`config.mk`:
```
export PLATFORM = sky130hd
export DESIGN_NAME = cop_ram_spi_master
export DESIGN_NICKNAME = d
export VERILOG_FILES = /design/src/rtl/cop_ram_spi_master_pkg.sv /design/src/rtl/cop_ram_spi_master_shifter.sv /design/src/rtl/cop_ram_spi_master.sv
export SDC_FILE = /design/constraint.sdc
export NUM_CORES = 1
export LEC_CHECK = 0
export ABC_AREA = 1
export CAP_MARGIN = 10
export CORE_MARGIN = 1.5
export CORE_UTILIZATION = 55
export DETAILED_ROUTE_END_ITERATION = 8
export GPL_TIMING_DRIVEN = 0
export PLACE_DENSITY = 0.8
export SLEW_MARGIN = 15
export SYNTH_ARGS = -nofsm -noshare
export SYNTH_HDL_FRONTEND = slang
export SYNTH_HIERARCHICAL = 1
export SYNTH_SLANG_ARGS = --single-unit
```
`constraint.sdc`:
```
create_clock -name clk -period 3 [get_ports clk]
set_input_delay 0.3 -clock clk [delete_from_list [all_inputs] [get_ports clk]]
set_output_delay 0.3 -clock clk [all_outputs]
set_load 0.05 [all_outputs]
```
`src/rtl/cop_ram_spi_master_pkg.sv`:
```
// cop_ram_spi_master_pkg: states, RAM opcodes and core-logic codes shared across the coprocessor SPI path
package cop_ram_spi_master_pkg;

    typedef enum logic [2:0] {
        ST_IDLE,
        ST_SELECT,
        ST_OPCODE,
        ST_CMD,
        ST_ADDR_HI,
        ST_ADDR_LO,
        ST_DATA,
        ST_DESELECT
    } state_t;

    localparam logic [7:0] RAM_CMD_READ      = 8'h03;
    localparam logic [7:0] RAM_CMD_WRITE     = 8'h02;

    localparam logic [2:0] COP_SEL_NONE      = 3'd0;
    localparam logic [2:0] COP_SEL_LOGIC     = 3'd1;
    localparam logic [7:0] COP_OP_ACCESS_RAM = 8'h02;

endpackage

```
`src/rtl/cop_ram_spi_master_shifter.sv`:
```
// spi_byte_shifter: one mode-0 SPI byte, 16 half-periods of CLK_DIV clocks, either bit order
module spi_byte_shifter #(
    parameter int CLK_DIV = 4
) (
    input  logic       clk,
    input  logic       reset,
    input  logic       start,
    input  logic       lsb_first,
    input  logic [7:0] tx_byte,
    input  logic       miso,
    output logic       sck,
    output logic       mosi,
    output logic       active,
    output logic       done,
    output logic       rx_done,
    output logic [7:0] rx_byte
);
    localparam int CW = $clog2(CLK_DIV);

    logic [CW-1:0] div;
    logic [3:0]    half;
    logic [7:0]    sr;
    logic          lsb;
    logic          tick;

    assign tick = active && div == CW'(CLK_DIV - 1);
    // done is high in the cycle before the 8th falling edge so a new byte can start on that edge
    assign done = tick && sck && half == 4'd15;

    // divider, SCK toggling, MOSI launch on falling edges and MISO capture on rising edges
    always_ff @(posedge clk or posedge reset) begin
        if (reset) begin
            div     <= '0;
            half    <= '0;
            sr      <= '0;
            lsb     <= 1'b0;
            sck     <= 1'b0;
            mosi    <= 1'b0;
            active  <= 1'b0;
            rx_done <= 1'b0;
            rx_byte <= '0;
        end else begin
            rx_done <= 1'b0;
            if (start) begin
                active <= 1'b1;
                div    <= '0;
                half   <= '0;
                sck    <= 1'b0;
                sr     <= tx_byte;
                lsb    <= lsb_first;
                mosi   <= lsb_first ? tx_byte[0] : tx_byte[7];
            end else if (tick) begin
                div  <= '0;
                half <= half + 4'd1;
                sck  <= ~sck;
                if (!sck) begin
                    rx_byte <= lsb ? {miso, rx_byte[7:1]} : {rx_byte[6:0], miso};
                    rx_done <= half == 4'd14;
                end else begin
                    sr     <= lsb ? sr >> 1 : sr << 1;
                    mosi   <= lsb ? sr[1] : sr[6];
                    active <= half != 4'd15;
                end
            end else if (active) begin
                div <= div + CW'(1);
            end
        end
    end

endmodule

```
`src/rtl/cop_ram_spi_master.sv`:
```
// cop_ram_spi_master: turns a parallel RAM request into one SPI session through the core logic
module cop_ram_spi_master
    import cop_ram_spi_master_pkg::*;
#(
    parameter int                   CLK_DIV       = 4,
    parameter int                   SEL_WIDTH     = 3,
    parameter logic [SEL_WIDTH-1:0] SEL_LOGIC     = SEL_WIDTH'(COP_SEL_LOGIC),
    parameter logic [SEL_WIDTH-1:0] SEL_NONE      = SEL_WIDTH'(COP_SEL_NONE),
    parameter logic [7:0]           OP_ACCESS_RAM = COP_OP_ACCESS_RAM
) (
    input  logic                 clk,
    input  logic                 reset,
    input  logic                 req_valid,
    output logic                 req_ready,
    input  logic                 req_write,
    input  logic [15:0]          req_addr,
    input  logic [7:0]           req_len,
    input  logic [7:0]           wr_data,
    input  logic                 wr_valid,
    output logic                 wr_ready,
    output logic [7:0]           rd_data,
    output logic                 rd_valid,
    output logic                 busy,
    output logic [SEL_WIDTH-1:0] cop_select,
    output logic                 cop_sck,
    output logic                 cop_mosi,
    input  logic                 cop_miso
);
    localparam int TW = $clog2(2 * CLK_DIV);

    state_t        state, state_d;
    logic [15:0]   addr_q;
    logic [7:0]    len_q;
    logic [7:0]    cnt;
    logic          wr_q;
    logic [TW-1:0] tmr;
    logic          sh_start, sh_lsb, sh_active, sh_done, sh_rx_done;
    logic [7:0]    sh_tx, sh_rx;
    logic          take, cnt_inc, rd_take;

    assign req_ready = state == ST_IDLE;
    assign busy      = state != ST_IDLE;
    assign rd_take   = sh_rx_done && state == ST_DATA && !wr_q;

    spi_byte_shifter #(.CLK_DIV(CLK_DIV)) u_shifter (
        .clk       (clk),
        .reset     (reset),
        .start     (sh_start),
        .lsb_first (sh_lsb),
        .tx_byte   (sh_tx),
        .miso      (cop_miso),
        .sck       (cop_sck),
        .mosi      (cop_mosi),
        .active    (sh_active),
        .done      (sh_done),
        .rx_done   (sh_rx_done),
        .rx_byte   (sh_rx)
    );

    // session state register
    always_ff @(posedge clk or posedge reset) begin
        if (reset) state <= ST_IDLE;
        else       state <= state_d;
    end

    // next state plus byte launches; each header byte starts on the final edge of the previous one
    always_comb begin
        state_d  = state;
        sh_start = 1'b0;
        sh_lsb   = 1'b0;
        sh_tx    = '0;
        take     = 1'b0;
        cnt_inc  = 1'b0;
        case (state)
            ST_IDLE:     if (req_valid) state_d = ST_SELECT;
            ST_SELECT: begin
                if (tmr == TW'(CLK_DIV - 1)) begin
                    state_d  = ST_OPCODE;
                    sh_start = 1'b1;
                    sh_lsb   = 1'b1;
                    sh_tx    = OP_ACCESS_RAM;
                end
            end
            ST_OPCODE: begin
                if (sh_done) begin
                    state_d  = ST_CMD;
                    sh_start = 1'b1;
                    sh_tx    = wr_q ? RAM_CMD_WRITE : RAM_CMD_READ;
                end
            end
            ST_CMD: begin
                if (sh_done) begin
                    state_d  = ST_ADDR_HI;
                    sh_start = 1'b1;
                    sh_tx    = addr_q[15:8];
                end
            end
            ST_ADDR_HI: begin
                if (sh_done) begin
                    state_d  = ST_ADDR_LO;
                    sh_start = 1'b1;
                    sh_tx    = addr_q[7:0];
                end
            end
            ST_ADDR_LO: begin
                if (sh_done) begin
                    state_d  = ST_DATA;
                    sh_start = !wr_q;
                end
            end
            ST_DATA: begin
                if (sh_done) begin
                    state_d  = cnt == len_q ? ST_DESELECT : ST_DATA;
                    cnt_inc  = cnt != len_q;
                    sh_start = cnt != len_q && !wr_q;
                end else if (wr_q && !sh_active && wr_valid) begin
                    take     = 1'b1;
                    sh_start = 1'b1;
                    sh_tx    = wr_data;
                end
            end
            ST_DESELECT: if (tmr == TW'(2 * CLK_DIV - 1)) state_d = ST_IDLE;
            default:     state_d = ST_IDLE;
        endcase
    end

    // request latch, byte counter, phase timer and registered handshake outputs
    always_ff @(posedge clk or posedge reset) begin
        if (reset) begin
            addr_q     <= '0;
            len_q      <= '0;
            wr_q       <= 1'b0;
            cnt        <= '0;
            tmr        <= '0;
            cop_select <= SEL_NONE;
            wr_ready   <= 1'b0;
            rd_valid   <= 1'b0;
            rd_data    <= '0;
        end else begin
            if (state == ST_IDLE && req_valid) begin
                addr_q <= req_addr;
                len_q  <= req_len;
                wr_q   <= req_write;
            end
            cnt        <= state == ST_IDLE ? 8'd0 : cnt + 8'(cnt_inc);
            tmr        <= state_d != state ? '0 : tmr + TW'(1);
            cop_select <= (state_d == ST_IDLE || state_d == ST_DESELECT) ? SEL_NONE : SEL_LOGIC;
            wr_ready   <= take;
            rd_valid   <= rd_take;
            if (rd_take) rd_data <= sh_rx;
        end
    end

endmodule

```
Word-level counts from Yosys, hierarchy flattened
Cells that the tools add are included.
{ "word_totals": {"reg_bits": 77, "input_bits": 38, "output_inout_bits": 17, "wordCells": 118} }
{ "classes": {"n_addsub": 4, "n_eq_ne": 17, "mux": 55, "bitwise": 2, "reduce_logical": 21} }
{ "ops": {"columns": ["cell", "count"], "rows": [
  ["two-way mux 8 bit", 10],
  ["one-hot mux 8 bit (5 select lines)", 1],
  ["two-way mux 3 bit", 9],
  ["two-way mux 1 bit", 26],
  ["one-hot mux 3 bit (8 select lines)", 1],
  ["equality test 3 bit (second input constant)", 6],
  ["two-way mux 2 bit", 5],
  ["equality test 3 x 2 -> 1 bit (second input constant)", 3],
  ["logical AND 1 bit", 9],
  ["adder 8 x 1 -> 8 bit", 1],
  ["equality test 4 bit (second input constant)", 2],
  ["equality test 8 bit", 1],
  ["two-way mux 4 bit", 2],
  ["inequality test 8 bit", 1],
  ["zero test 3 bit", 2],
  ["nonzero test 3 bit", 2],
  ["adder 4 x 1 -> 4 bit (second input constant)", 1],
  ["inequality test 4 bit (second input constant)", 1],
  ["one-hot mux 1 bit (4 select lines)", 1],
  ["nonzero test 2 bit", 2],
  ["adder 3 x 1 -> 3 bit (second input constant)", 1],
  ["equality test 3 x 1 -> 1 bit (second input constant)", 1],
  ["inequality test 3 bit", 1],
  ["AND reduction 3 bit", 1],
  ["other kinds (7)", 9]
]} }

Logic depth before layout (Yosys ltp)
Gate-level depths: netlist of run 1.
{ "depth": {"word_depth": 9, "mapped_depth": 17, "ltp_nobuf": 17} }

By module
Netlist of run 1, hierarchy kept.
{ "by_module_without_submodules": {"columns": ["mod", "instances", "cells_each", "area_per_inst_um2", "seq_area_each_um2"], "rows": [
  ["cop_ram_spi_master", 1, 302, 2524.9, 1251.2],
  ["spi_byte_shifter", 1, 181, 1413.9, 675.6]
]} }

Worst setup path after synthesis of run 1
OpenSTA, ideal clock, no wires.
{ "synth_path": {"path_type": "reg-to-reg", "startpoint": "register u_shifter.sck", "endpoint": "register u_shifter.sr[1]", "setup_time_ns": 0.117, "t_arrival_ns": 2.581, "required_ns": 2.883, "setup_slack_ns": 0.302, "stages_incl_launch_ff": 16, "n_path_buf": 2, "synth_period_minus_slack_ns": 2.698, "path_cell_list": "dfrtp_1 -> clkbuf_2 -> nand2_1 -> nor2_1 -> inv_2 -> nor2_1 -> nand2_1 -> inv_2 -> nor2_1 -> o2111ai_1 -> inv_2 -> buf_2 -> nand3_1 -> nand3_1 -> nand2_1 -> nand2_1"} }
{ "synth_via": {"elab_chain_cells": 6, "elab_cells_between_ends": 15, "classes_between": "mux (10); reduce/logical (5)"} }
{ "synth_lines": {"columns": ["element", "line_no", "source"], "rows": [
  ["start, declared", "cop_ram_spi_master_shifter.sv:11", "output logic sck,"],
  ["start signal, assigned", "cop_ram_spi_master_shifter.sv:55", "sck <= ~sck;"],
  ["logical AND 1 bit * (2 in a row)", "cop_ram_spi_master_shifter.sv:28", "assign done = tick && sck && half == 4'd15;"],
  ["via sh_done", "cop_ram_spi_master.sv:37", "logic sh_start, sh_lsb, sh_active, sh_done, sh_rx_done;"],
  ["two-way mux 1 bit, on equally long branches", null, null],
  ["one-hot mux 1 bit (4 select lines) *", "cop_ram_spi_master.sv:74", "case (state)"],
  ["via sh_start", "cop_ram_spi_master.sv:37", null],
  ["nonzero test 2 bit (no line)", null, null],
  ["AND reduction 2 bit (no line)", null, null],
  ["end signal, assigned", "cop_ram_spi_master_shifter.sv:49", "sr <= tx_byte;"],
  ["end signal, assigned", "cop_ram_spi_master_shifter.sv:60", "sr <= lsb ? sr >> 1 : sr << 1;"],
  ["end, declared", "cop_ram_spi_master_shifter.sv:22", "logic [7:0] sr;"]
]} }
Mark *: on every way through the listed nets, which the timed path passes. The rest lies on a longest branch.
A chain may end at the register's enable or synchronous reset.

Worst setup path after layout of run 1
{ "layout_path": {"startpoint": "register u_shifter.div[0]", "endpoint": "register u_shifter.sr[0]"} }
{ "layout_via": {"elab_chain_cells": 8, "elab_cells_between_ends": 17, "classes_between": "eq/ne (1); mux (10); reduce/logical (6)"} }
{ "layout_lines": {"columns": ["element", "line_no", "source"], "rows": [
  ["start, declared", "cop_ram_spi_master_shifter.sv:20", "logic [CW-1:0] div;"],
  ["start signal, assigned", "cop_ram_spi_master_shifter.sv:65", "div <= div + CW'(1);"],
  ["equality test 2 bit *", "cop_ram_spi_master_shifter.sv:26", "assign tick = active && div == CW'(CLK_DIV - 1);"],
  ["logical AND 1 bit *", "cop_ram_spi_master_shifter.sv:26", null],
  ["logical AND 1 bit * (2 in a row)", "cop_ram_spi_master_shifter.sv:28", null],
  ["via sh_done", "cop_ram_spi_master.sv:37", null],
  ["two-way mux 1 bit, on equally long branches", null, null],
  ["one-hot mux 1 bit (4 select lines) *", "cop_ram_spi_master.sv:74", null],
  ["via sh_start", "cop_ram_spi_master.sv:37", null],
  ["nonzero test 2 bit (no line)", null, null],
  ["AND reduction 2 bit (no line)", null, null]
]} }
Marks and branches as above.

==> results list, run 1 <==
- Worst-skew pair later-pin latency: 0.36 ns
- Along the worst path, the maximum fanout reaches 10.
* Required time at the endpoint of the critical path: 3.25 ns
- First-pass GRT wire length: 14100 um
- The pre-antenna-repair detailed-routing pass consisted of 4 iterations.
* Top flip-flop cell by instance count after synthesis: sky130_fd_sc_hd__dfrtp_1
- Yosys warns: 6
- Final critical-path required period: 2.80 ns
- Fraction of final layout cells with drive strength greater than 1: 0.123
* Area inside the core boundary: 0.00687 sq mm
- The signal on the critical path passes through ha_1 -> nand2_2 -> clkinv_4 -> nand2_1 -> nor2_2 -> inv_2 -> nor2_1 -> nand2_1 -> inv_2 -> nor2_1 -> o2111ai_2 -> inv_2 -> buf_2 -> nand2_2 -> nand2_1 -> nand3_1.
- Cell area power density: roughly 410 mW/mm^2
* Crit start category: flip-flop
- Slowest cell on the critical path: sky130_fd_sc_hd__dfrtp_1
- Sorting the synthesized cells by area gives the leading types as sky130_fd_sc_hd__dfrtp_1 49%, sky130_fd_sc_hd__nand2_1 17%, sky130_fd_sc_hd__nand3_1 3.9%, sky130_fd_sc_hd__inv_1 3.3%, sky130_fd_sc_hd__nor2_1 3.0%.
* Number of maximum-capacitance violations: 0
- TritonCTS clock tree: done
- Antenna-violating nets left: 0
- The via count of the first global-routing pass was about 3200.
- Summed over all instances, the cell type with the most area after synthesis is sky130_fd_sc_hd__dfrtp_1.
* Leakage component of the power: between 2 and 2.5 nW
- Number of remaining DRC errors: 0
- Routability-driven placement finished with a final weighted congestion of 0.872.
- At the pin with the least slew margin, the transition time is 1.03 ns.
* Number of endpoints failing setup at the final stage: 0
- Number of gates resized after CTS: 0
* Post-CTS clock slew at the launch and capture registers of the worst setup and hold paths: 0.08 ns
* Path category of the worst min-delay check: primary input to asynchronous set/reset pin
- Setup repair after global routing left no endpoint under its margin.
- Fraction of synthesis flops using an asynchronous set or reset pin: 1.00
* Top-level port count: between 50 and 60
- Crit path capture type: flip-flop
* Mapped Cells: 483
* Start-to-end type of the worst setup path: flip-flop to flip-flop
- Across every metal layer, demand over resource in global routing totals 0.239.
- Clock skew on the completed layout was measured at 0.0120 ns.
- In this run the mean area of a mapped cell was between 8 and 9 sq um.
- Buffers inserted to repair hold after CTS numbered 0.
* Total number of cells along the worst setup path: 16
- Combined buffer and inverter count along the critical path: 5
- Top post-synthesis cells by count: 181 x sky130_fd_sc_hd__nand2_1, 77 x sky130_fd_sc_hd__dfrtp_1, 35 x sky130_fd_sc_hd__inv_1, 32 x sky130_fd_sc_hd__nor2_1, 31 x sky130_fd_sc_hd__nand3_1
- Sink Count: 77
* Die extent in y: 87.6 um
* Count leader, synth: sky130_fd_sc_hd__nand2_1
- The die covers 0.00768 sq mm.
- In the finished design, the share of the clock period the worst path needs comes to 0.933.
- The initial utilization of the core area, before any placement, comes to 0.573.
- Worst stage delay on the critical path: 0.39 ns
* Number of placement rows: 30
- Level count of the clock H-tree: 3
* Number of enable-type register cells in the synthesized netlist: 0
* Cell at the root of the clock tree: sky130_fd_sc_hd__clkbuf_8
* Distinct cells, synth: 36
- Broken down by cell family, the worst path's largest delay share belongs to simple AND/OR/NAND/NOR gates.
- For this block, the via count after detailed routing is roughly 3300.
- Total of flip-flops plus latches after synthesis: 77
* Clock Path Buffers: 2
- X dimension of the die: 87.6 um
- Initial antenna violation count: 0
- Dividing the detail-routed via count by the number of cells gives 5.17.
- Worst Path Arrival: 3.05 ns
* WL final: ~8400 um
* Smallest setup slack after layout: 0.201 ns
* Number of design-rule violations left by the first detailed-router iteration: 220
* Largest net degree at the start of global routing: 28
- Detailed placement finished with a half-perimeter wire length of 6160 um.
- Result of the run: finished, final reports clean
- In this run the cell area of the synthesized design comes to 0.00394 sq mm.
- Pre-CTS setup slack: 0.0123 ns
- Normalized max-slew margin: 0.314
- Post-layout net count: 594
- From synthesis to final layout, the design area changed by 22.5%.
- The worst-case IR drop observed on VDD is roughly 240 uV.
* Max-slew violation count: 0
- TritonCTS created 9 clock buffers.
* Antenna diode count: 0
* Overflow left after global routing: 0
* Portion of the post-synthesis area used by sequential elements: 0.489
- Synth top area share: 0.489
* Routed wire length per instance: 12.9 um
- Number of input and output port buffers inserted: 52
* Maximum clock frequency: ~360 MHz
- Once the clock tree was built, the setup fixing pass inserted 0 buffers.
- Cells on worst reg2reg path: 16
- The final count of hold timing violations came to 0.
- Final setup TNS: 0 ns
-- worst register-to-register path, stage by stage (launching register included) --
cell                        delay [ns]
sky130_fd_sc_hd__dfrtp_1          0.39
sky130_fd_sc_hd__ha_1             0.21
sky130_fd_sc_hd__nand2_2          0.15
sky130_fd_sc_hd__clkinv_4         0.10
sky130_fd_sc_hd__nand2_1          0.11
sky130_fd_sc_hd__nor2_2           0.09
sky130_fd_sc_hd__inv_2            0.17
sky130_fd_sc_hd__nor2_1           0.10
sky130_fd_sc_hd__nand2_1          0.11
sky130_fd_sc_hd__inv_2            0.09
sky130_fd_sc_hd__nor2_1           0.14
sky130_fd_sc_hd__o2111ai_2        0.24
sky130_fd_sc_hd__inv_2            0.22
sky130_fd_sc_hd__buf_2            0.25
sky130_fd_sc_hd__nand2_2          0.17
sky130_fd_sc_hd__nand2_1          0.10
sky130_fd_sc_hd__nand3_1          0.06
-- cells in the final DEF, fill, tap and decap left out, types with 6 or more instances in the layout --
cell type | synthesis | routed
sky130_fd_sc_hd__clkdlybuf4s50_1 | 0 | 52
sky130_fd_sc_hd__nand4_1 | 6 | 6
sky130_fd_sc_hd__nor2_1 | 32 | 31
sky130_fd_sc_hd__a21oi_1 | 8 | 8
sky130_fd_sc_hd__o21ai_1 | 12 | 12
sky130_fd_sc_hd__inv_1 | 35 | 34
sky130_fd_sc_hd__nand2_2 | 12 | 12
sky130_fd_sc_hd__nand3_1 | 31 | 31
sky130_fd_sc_hd__inv_2 | 9 | 10
sky130_fd_sc_hd__clkbuf_8 | 0 | 10
sky130_fd_sc_hd__nand2_1 | 181 | 181
sky130_fd_sc_hd__o21ai_0 | 19 | 19
sky130_fd_sc_hd__dfrtp_1 | 77 | 77
sky130_fd_sc_hd__mux2_1 | 8 | 8
sky130_fd_sc_hd__ha_1 | 8 | 8
-- through the flow --
step	hold WS [ns]	util	cells	cell area, sq um	total power [W]
after floorplan	0.353	-	484	3940	0.00110
after CTS	0.343	0.701	648	4820	0.00200
after global routing	0.370	0.703	648	4830	0.00206
after detailed placement	0.425	0.670	633	4600	0.00116
final	0.323	0.703	648	4830	0.00200
after global placement	0.419	0.667	632	4580	0.00115
-- flip-flops by register name (all words and copies together) (netlist names) --
name / cells
addr_q: 16
cnt: 8
cop_select: 1
len_q: 8
rd_data: 8
rd_valid: 1
state: 3
tmr: 3
u_shifter/active: 1
u_shifter/div: 2
u_shifter/half: 4
u_shifter/lsb: 1
u_shifter/mosi: 1
u_shifter/rx_byte: 8
u_shifter/rx_done: 1
u_shifter/sck: 1
u_shifter/sr: 8
wr_q: 1
wr_ready: 1
-- power by group --
part	switching (W)	total (W)	internal [W]
combinational	0.0000413	0.0000921	0.0000509
clock	0.000372	0.000858	0.000486
sequential	0.00000354	0.00105	0.00104
total	0.000417	0.00200	0.00158
-- worst paths after layout --
| kind | from | to | slack, ns |
|---|---|---|---|
| min in group clk | tmr[0]$_DFF_PP0_ | tmr[0]$_DFF_PP0_ | 0.43 |
| setup reg to reg | u_shifter/div[0]$_DFFE_PP0P_ | u_shifter/sr[0]$_DFFE_PP0P_ | 0.20 |
| max in group asynchronous | reset | u_shifter/sr[2]$_DFFE_PP0P_ | 1.83 |
| setup / recovery | u_shifter/div[0]$_DFFE_PP0P_ | u_shifter/sr[0]$_DFFE_PP0P_ | 0.20 |
| hold / removal | reset | rd_data[2]$_DFFE_PP0P_ | 0.32 |
| hold reg to reg | tmr[0]$_DFF_PP0_ | tmr[0]$_DFF_PP0_ | 0.43 |
-- area by class of cell --
cell class                      count  area (sq um)
Fill cell                         566          2040
Sequential cell                    77          1930
Multi-Input combinational cell    347          1750
Timing Repair Buffer               53           541
Inverter                           46           180
Clock buffer                       11           141
Tap cell                           96           120
Buffer                             14          96.3
Clock inverter                      4          72.6
-- layer usage --
layer | GRT usage | share of wire
met2 | 0.383 | 0.47
met1 | 0.318 | 0.45
met5 | 0 | 0
met3 | 0.0443 | 0.049
met4 | 0.104 | 0.025
-- cells by family after synthesis --
family,after synthesis,synth area share
AOI/OAI and AO/OA,49,0.0737
xor gates and xnor gates,5,0.0111
adders and majority gates,8,0.0254
buffers and inverters,60,0.0702
DFF,77,0.489
muxes,8,0.0229
other,1,0.000952
and+or+nand+nor,275,0.307
(Power assumes the default switching activity.)
==> run 2: changes to the inputs <==
--- a/config.mk
+++ b/config.mk
@@ -12,6 +12,7 @@
 export DETAILED_ROUTE_END_ITERATION = 8
 export GPL_TIMING_DRIVEN = 0
 export PLACE_DENSITY = 0.8
+export SKIP_LAST_GASP = 1
 export SLEW_MARGIN = 15
 export SYNTH_ARGS = -nofsm -noshare
 export SYNTH_HDL_FRONTEND = slang
==> results of run 2 <==
Final layout, timing and power as in run 1 (identical DEF).
==> run 3: changes to the inputs <==
--- a/config.mk
+++ b/config.mk
@@ -13,8 +13,7 @@
 export GPL_TIMING_DRIVEN = 0
 export PLACE_DENSITY = 0.8
 export SKIP_LAST_GASP = 1
-export SLEW_MARGIN = 15
+export SLEW_MARGIN = 30
 export SYNTH_ARGS = -nofsm -noshare
 export SYNTH_HDL_FRONTEND = slang
-export SYNTH_HIERARCHICAL = 1
 export SYNTH_SLANG_ARGS = --single-unit
==> run 3 against run 2 <==
Compared with the run above: fmax grew 10%; sequential power is essentially flat; clock skew shrank 0.0021 ns; critical endpoint is now req_ready; final cell count shrank 2.8%; highest routed layer unchanged; largest power group unchanged; non-clock buffer count shrank 3; sequential share of layout area shrank 1.3 points; area after synthesis grew 3.4%; design area grew 3.4%; critical path type is now flip-flop to output port.
==> results list, run 3 <==
- Across the run, the number of max-cap violations was 0.
- Final Hold Vio Count: 0
- The final route contains around 3300 vias.
- Yosys mapped a number of flops with a built-in enable equal to 0.
- Commonest cells after routing, fill and taps aside: 112 x sky130_fd_sc_hd__nand2_1, 77 x sky130_fd_sc_hd__dfrtp_1, 52 x sky130_fd_sc_hd__clkdlybuf4s50_1, 44 x sky130_fd_sc_hd__inv_1, 40 x sky130_fd_sc_hd__nor2_1
- The first global-routing pass estimated approximately 14000 um of wire.
* Worst-skew pair later-pin latency: 0.35 ns
- Cells on worst reg2reg path: 11
- Clock Path Buffers: 2
* Synth top area share: 0.473
- Antenna diode count: 0
- Largest fanout on the critical path: 6
- Via count of the first global-routing pass: 3154
- Unrepaired setup endpoints after global routing: no
* Fraction of final layout cells with drive strength greater than 1: 0.177
- Mapped Cells: around 460
- Max FFs per register: 16
* Result of the run: finished, final reports clean
- Number of remaining DRC errors: 0
* Yosys warns: 0
* Clock skew: 0.00995 ns
* Sink Count: 77
- Crit path capture type: output port
* Routed wire length per instance: 13.5 um
* Maximum VDD drop: 285 uV
- The die covers 0.00793 sq mm.
- Setup slack of the worst register-to-register path: 0.56 ns
* Leading cell type in the layout, fill and taps excluded: sky130_fd_sc_hd__nand2_1
* X dimension of the die: a little under 90 um
- Number of endpoints failing setup at the final stage: 0
* Count leader, synth: sky130_fd_sc_hd__nand2_1
- In this run the core area contains 31 standard-cell rows.
* Top flip-flop cell by instance count after synthesis: sky130_fd_sc_hd__dfrtp_1
* Largest net degree at the start of global routing: 48
- The cell area that synthesis handed to floorplanning was 0.00407 sq mm.
- Placed cell area: between 0.004 and 0.005 sq mm
* Required time at the endpoint of the critical path: around 2.7 ns
* Cell at the root of the clock tree: sky130_fd_sc_hd__clkbuf_8
- The floorplan step set the die height to ~89 um.
* Antenna-violating nets left: 0
- Initial antenna violation count: 0
- The initial utilization of the core area, before any placement, comes to 0.564.
- For the pin with the worst max-slew slack, the measured transition is 0.827 ns.
- Leakage component of the power: 2.58 nW
- In the final design database the tool counted 572 nets.
- By area the synthesized netlist is led by sky130_fd_sc_hd__dfrtp_1 47%, sky130_fd_sc_hd__nand2_1 10%, sky130_fd_sc_hd__mux2_2 5.5%, sky130_fd_sc_hd__inv_1 4.1%, sky130_fd_sc_hd__nor2_1 3.7%.
- The critical path is of the flip-flop to output port type.
- First-pass DRT Iterations: 4
- Area growth, synth to finish: 22.5%
* Total of flip-flops plus latches after synthesis: 77
* Total chip power: 0.00209 W
- Maximum clock frequency: between 300 and 400 MHz
- Setup fix buffers added after clock tree synthesis: 0
* Fraction of synthesis flops using an asynchronous set or reset pin: 1.00
- The core region is 0.00721 sq mm.
- Most flops, register: addr_q
* Top post-synthesis cells by count: 112 x sky130_fd_sc_hd__nand2_1, 77 x sky130_fd_sc_hd__dfrtp_1, 45 x sky130_fd_sc_hd__inv_1, 40 x sky130_fd_sc_hd__nor2_1, 28 x sky130_fd_sc_hd__a21oi_1
- Hold-fix buffers, CTS: 0
- WL final: 8530 um
- Path category of the worst min-delay check: primary input to asynchronous set/reset pin
* Distinct cells, synth: 38
- STA classifies the critical path startpoint as a flip-flop.
- Normalized max-slew margin: 0.447
- For this design the ratio of total power to cell area is around 420 mW/mm^2.
* Mean area per synthesized cell: 8.83 sq um
* Level count of the clock H-tree: 3
- Overall fraction of global-route tracks in use: 0.234
- Number of gates resized after CTS: 0
* Post-CTS clock slew at the launch and capture registers of the worst setup and hold paths: 0.08 ns
* Post-synth top area cell: sky130_fd_sc_hd__dfrtp_1
- Dividing the detail-routed via count by the number of cells gives approximately 5.2.
- Top-level port count: 55
- Max-slew violation count: 0
* Gpl congestion: 0.910
- TritonCTS clock tree: done
* Number of input and output port buffers inserted: 52
- Final critical-path required period: between 2 and 3 ns
- Number of design-rule violations left by the first detailed-router iteration: 170
- Portion of the post-synthesis area used by sequential elements: 0.473
- Worst Path Arrival: 2.23 ns
* Final cycle utilization of the critical path: 0.845
- Half-perimeter wire length after placement: around 6300 um
- In this run the critical register-to-register path is launched from u_shifter.div[0]$_DFFE_PP0P_.
- Global routing finished with a remaining overflow of 0.
* TritonCTS buffer count: 9
- Final Instance Area: 0.00499 sq mm
* Endpoint of the lowest-slack register-to-register path: cnt[6]$_DFF_PP0_
[run 3: metal layers]
metal  vias to the layer above  share of wire  global-route usage
met2                        94           0.50               0.398
li1                       1612              -                   -
met4                         0          0.015              0.0895
met1                      1541           0.44               0.300
met5                         -              0                   0
met3                        12          0.052              0.0425
[run 3: stage by stage]
| step | worst slack [ns] | hold WS [ns] | util | std cells | setup TNS, ns |
|---|---|---|---|---|---|
| 6_report | 0.465 | 0.379 | 0.691 | 630 | 0 |
| 5_1_grt | 0.301 | 0.438 | 0.691 | 630 | 0 |
| 4_1_cts | 0.480 | 0.405 | 0.691 | 630 | 0 |
| 3_5_place_dp | 0.612 | 0.426 | 0.657 | 614 | 0 |
| 3_3_place_gp | -0.519 | 0.420 | 0.654 | 613 | -39.73 |
| 2_1_floorplan | 0.717 | 0.410 | - | 462 | 0 |
[run 3: final cells by class]
type                            instances  area [sq um]
Buffer                                 11          77.6
Clock buffer                            9           124
Clock inverter                          7           123
Fill cell                             572          2230
Inverter                               55           224
Multi-Input combinational cell        319          1850
Sequential cell                        77          1930
Tap cell                               99           124
Timing Repair Buffer                   53           541
[run 3: critical path, stage by stage (launching register included)]
cell and delay (ns):
sky130_fd_sc_hd__dfrtp_1 0.45, sky130_fd_sc_hd__nor2_1 0.22, sky130_fd_sc_hd__nand2_1 0.21, sky130_fd_sc_hd__inv_2 0.18, sky130_fd_sc_hd__clkdlybuf4s50_1 0.82
[run 3: worst max path at each step]
stage | startpoint | to | slack, ns | depth (start not counted)
global route | u_shifter.half[1]$_DFFE_PP0P_ | cnt[6]$_DFF_PP0_ | 0.30 | 11
global placement | reset | addr_q[12]$_DFFE_PP0P_ | -0.52 | 2
finish | state[2]$_DFF_PP0_ | req_ready | 0.47 | 4
detailed placement | u_shifter.div[0]$_DFFE_PP0P_ | cnt[6]$_DFF_PP0_ | 0.61 | 11
floorplan | u_shifter.sck$_DFFE_PP0P_ | cnt[6]$_DFF_PP0_ | 0.72 | 10
CTS | state[2]$_DFF_PP0_ | req_ready | 0.48 | 4
[run 3: cell families after synthesis]
family / after synthesis / share of synthesized area
AOI/OAI and AO/OA: 56 / 0.0738
xor gates and xnor gates: 5 / 0.0108
adders and majority gates: 8 / 0.0246
buffers and inverters: 66 / 0.0734
DFF: 77 / 0.473
muxes: 20 / 0.0553
other: 1 / 0.000921
and+or+nand+nor: 228 / 0.288
[run 3: power by group]
| group | total (W) | switching (W) | internal, W |
|---|---|---|---|
| clock | 0.000955 | 0.000399 | 0.000557 |
| combinational | 0.0000920 | 0.0000409 | 0.0000511 |
| sequential | 0.00104 | 0.00000369 | 0.00104 |
